$ cat config.mk
export PLATFORM = sky130hd
export DESIGN_NAME = fp_vec_compare
export DESIGN_NICKNAME = d
export VERILOG_FILES = /design/src/rtl/fp_vector_checker_pkg.sv /design/src/rtl/fp_vector_checker_compare.sv
export SDC_FILE = /design/constraint.sdc
export NUM_CORES = 1
export LEC_CHECK = 0
export BUFFER_PORTS_ARGS = -buffer_cell sky130_fd_sc_hd__buf_2
export CAP_MARGIN = 10
export CORE_MARGIN = 2
export CORE_UTILIZATION = 31
export DETAILED_ROUTE_END_ITERATION = 12
export PLACE_DENSITY = 0.95
export SLEW_MARGIN = 20
export SYNTH_ARGS = -nofsm -noshare
export SYNTH_HDL_FRONTEND = slang
export SYNTH_SLANG_ARGS = --single-unit
$ cat constraint.sdc
create_clock -name vclk -period 2.1
set_clock_uncertainty 0.2 [all_clocks]
set_input_delay 0.105 -clock vclk [all_inputs]
set_output_delay 0.105 -clock vclk [all_outputs]
set_load 0.005 [all_outputs]
$ cat src/rtl/fp_vector_checker_pkg.sv
// rtl/fp_vector_checker_pkg.sv - shared types and field map for the FPU vector checker
package fp_wire;

  // Test vector layout (156 bits)
  localparam int VEC_W      = 156;
  localparam int VEC_D1_HI  = 155;
  localparam int VEC_D1_LO  = 124;
  localparam int VEC_D2_HI  = 123;
  localparam int VEC_D2_LO  = 92;
  localparam int VEC_D3_HI  = 91;
  localparam int VEC_D3_LO  = 60;
  localparam int VEC_RES_HI = 59;
  localparam int VEC_RES_LO = 28;
  localparam int VEC_FLG_HI = 24;
  localparam int VEC_FLG_LO = 20;
  localparam int VEC_RM_HI  = 18;
  localparam int VEC_RM_LO  = 16;
  localparam int VEC_OP_HI  = 13;
  localparam int VEC_OP_LO  = 12;
  localparam int VEC_OPC_HI = 9;
  localparam int VEC_OPC_LO = 0;

  // Canonical quiet NaN produced by the unit for invalid operations
  localparam logic [31:0] FP_CANON_NAN = 32'h7FC00000;

  typedef enum logic [2:0] {
    IDLE,
    ISSUE,
    WAIT,
    CHECK,
    DONE
  } fp_vec_state_type;

  typedef struct packed {
    logic       fmadd;
    logic       fmsub;
    logic       fnmadd;
    logic       fnmsub;
    logic       fadd;
    logic       fsub;
    logic       fmul;
    logic       fdiv;
    logic       fsqrt;
    logic       fsgnj;
    logic       fcmp;
    logic       fmax;
    logic       fclass;
    logic       fmv_i2f;
    logic       fmv_f2i;
    logic       fcvt_i2f;
    logic       fcvt_f2i;
    logic [1:0] fcvt_op;
  } fp_operation_type;

  typedef struct packed {
    logic [31:0]      data1;
    logic [31:0]      data2;
    logic [31:0]      data3;
    fp_operation_type op;
    logic [1:0]       fmt;
    logic [2:0]       rm;
    logic             enable;
  } fp_exe_in_type;

endpackage

$ cat src/rtl/fp_vector_checker_compare.sv
// rtl/fp_vector_checker_compare.sv - result/flag comparator with quiet-NaN tolerance
module fp_vec_compare
  import fp_wire::*;
(
  input  logic [31:0] exp_i,
  input  logic [4:0]  exp_flags_i,
  input  logic [31:0] calc_i,
  input  logic [4:0]  calc_flags_i,
  input  logic [9:0]  opcode_i,
  output logic        pass_o
);

  logic [31:0] result_diff;
  logic        unused_opcode;

  // Only opcode[9] (float-to-int) decides whether a NaN result is a real NaN
  assign unused_opcode = ^opcode_i[8:0];

  // For float results a canonical NaN matches any NaN: only exponent and quiet bit are compared
  always_comb begin
    result_diff = calc_i ^ exp_i;
    if (!opcode_i[9] && (calc_i == FP_CANON_NAN)) begin
      result_diff = {1'b0, calc_i[30:22] ^ exp_i[30:22], 22'h0};
    end
    pass_o = (result_diff == 32'h0) && (calc_flags_i == exp_flags_i);
  end

endmodule

==> impl_metrics.ini <==
[status]
status = completed

[global_routing]
grt_max_degree = 3
grt_usage_pct = 17.1
grt_pass1_wl_um = 2630
grt_pass1_vias = 696
gr-total-overflow = 0
antenna_found_initial = 0

[drt]
drt-pass1-iter-count = 2
wirelength_um = 1760
wl_per_cell_um = 11.3
vias = 754
postRouteAntennaNets = 0
route.detailed.drc = 0
drtIter0Drc = 3
vias_per_cell = 4.86

[setup_path]
crit_required_ps = 1790
end_kind = primary output
cp.arrival_ps = 1280
critPathLaunchType = input port
path_class = in2out
cp_max_fo = 2

[timing]
relSlewSlack_pct = 78.5
fin_setup_tns_ps = 0
rsz0062_at_grt = false
hold_ws_ps = 396
max_freq_mhz = 631
slew_violations = 0
worst_slack_ps = 515
period_needed_ps = 1580
finalSetupViolations = 0
worstMarginPinSlew_ps = 319
finalCritPeriodShare_pct = 75.5
hold_viol = 0

[clock_network]
ctsHoldBuffers = 0
postCtsSetupRepairBufs = 0
post_cts_resized = 0

[logic_synthesis]
synth_compound_area_share_pct = 1.75
synth_seq_area_share_pct = 0
synth_xor_area_share_pct = 64.6
syn_area_per_cell_um2 = 7.96
ys.warnings.count = 0
yosysMostFrequentCell = xnor2_1
yosys-top-cells-count = xnor2_1 (19), xor2_1 (18), nor4_1 (7)
synth_adder_area_share_pct = 0
synth_top_cell_area_share_pct = 33.2
synth.area.top_cells = xnor2_1 (33%), xor2_1 (31%), nor4_1 (8.7%), nand4_1 (6.2%), nand3_1 (4.0%)
synthMuxAreaShare_pct = 0
synth_nets = 147
yosys.area.top_type = xnor2_1
synthSimpleGateAreaFrac_pct = 33.7
synth_area_um2 = 502
synth_cell_types = 13
synth_top_family_by_area = XOR/XNOR gates
synth_cells = 63

[placement]
pre_cts_slack_ps = 478
placed_cells = 155
gp_congestion = 0.631
numPortBuffers = 76
hpwlAfterDp_um = 1670

[finish]
final_nets = 225
drive_above_1_share_pct = 56.8
area_growth_syn_to_layout_pct = 79.8
n_fill_cell = 150
antenna_cells = 0
instances_no_fill = 155
final_core_util_pct = 59.9
clock_buffers = 0
design.seq.count = 0
regArea_um2 = 0

[die]
core_area_mm2 = 0.00151
rows = 14
io_pins = 85
die_area_mm2 = 0.00196
start_util_pct = 33.3
die_width_um = 44.2
fp.dieH_um = 44.2

[power_and_ir_drop]
ir_worst_vdd_mv = 0.0821
power_density_mw_per_mm2 = 179
leakage_nw = 0.434

[worst_hold_path]
min-delay-path-class = in2out
hold_path_depth = 5
holdCritStartpoint = calc_i[21]
whs_endpoint = pass_o

[job]
cap_violations = 0
cell usage in the layout, fill, tap and decap left out, drive strengths merged:
cell | Yosys | final
xnor2 | 19 | 19
nand4 | 5 | 5
or4 | 1 | 1
nor3 | 2 | 2
nor4b | 1 | 1
xor2 | 18 | 18
nand4b | 2 | 2
nor2 | 1 | 1
buf | 0 | 76
nor4 | 8 | 8
nand3 | 4 | 4
a21oi | 1 | 1
nor4bb | 1 | 1
worst max-delay path, cell delays in order:
cell and delay [ps]:
buf_2 110, nor4_1 300, nand4_1 160, nor4_2 230
nand3_1 120, a21oi_2 140, buf_2 120
metal layers:
layer,track usage (%),share of wire [%],up-vias
met5,0,0,-
met4,1.21,0,0
met3,0.816,8.6,0
met2,36.8,55,36
met1,18.3,36,331
li1,-,-,387
worst max-delay path by stage:
stage	start	to	slack, ps
floorplan	calc_i[9]	pass_o	790
global placement	calc_i[31]	pass_o	440
detailed placement	calc_i[6]	pass_o	480
CTS	calc_i[2]	pass_o	480
global route	calc_i[0]	pass_o	390
finish	calc_i[6]	pass_o	520
stage by stage:
stage | power, mW | area, um^2
floorplan | 0.0640 | 502
global placement | 0.156 | 902
detailed placement | 0.162 | 902
CTS | 0.163 | 902
global route | 0.176 | 902
finish | 0.161 | 902
power breakdown:
part | internal, mW | total [mW] | switching (mW) | leakage [nW]
clock network | 0 | 0 | 0 | 0
registers | 0 | 0 | 0 | 0
logic | 0.0945 | 0.161 | 0.0666 | 0.434
total | 0.0945 | 0.161 | 0.0666 | 0.434
kinds of logic (layout without fill, tap and decap cells):
group / after synthesis / after routing
buf+inv: 0 / 76
compound gates: 1 / 1
xor+xnor: 37 / 37
simple gates: 25 / 25
area by class of cell:
cell class                      count  area [um^2]  share of cell area, %
Multi-Input combinational cell     63          502                   55.6
Timing Repair Buffer               76          380                   42.2
Tap cell                           16         20.0                   2.22
Power figures use the tool's default switching activity.
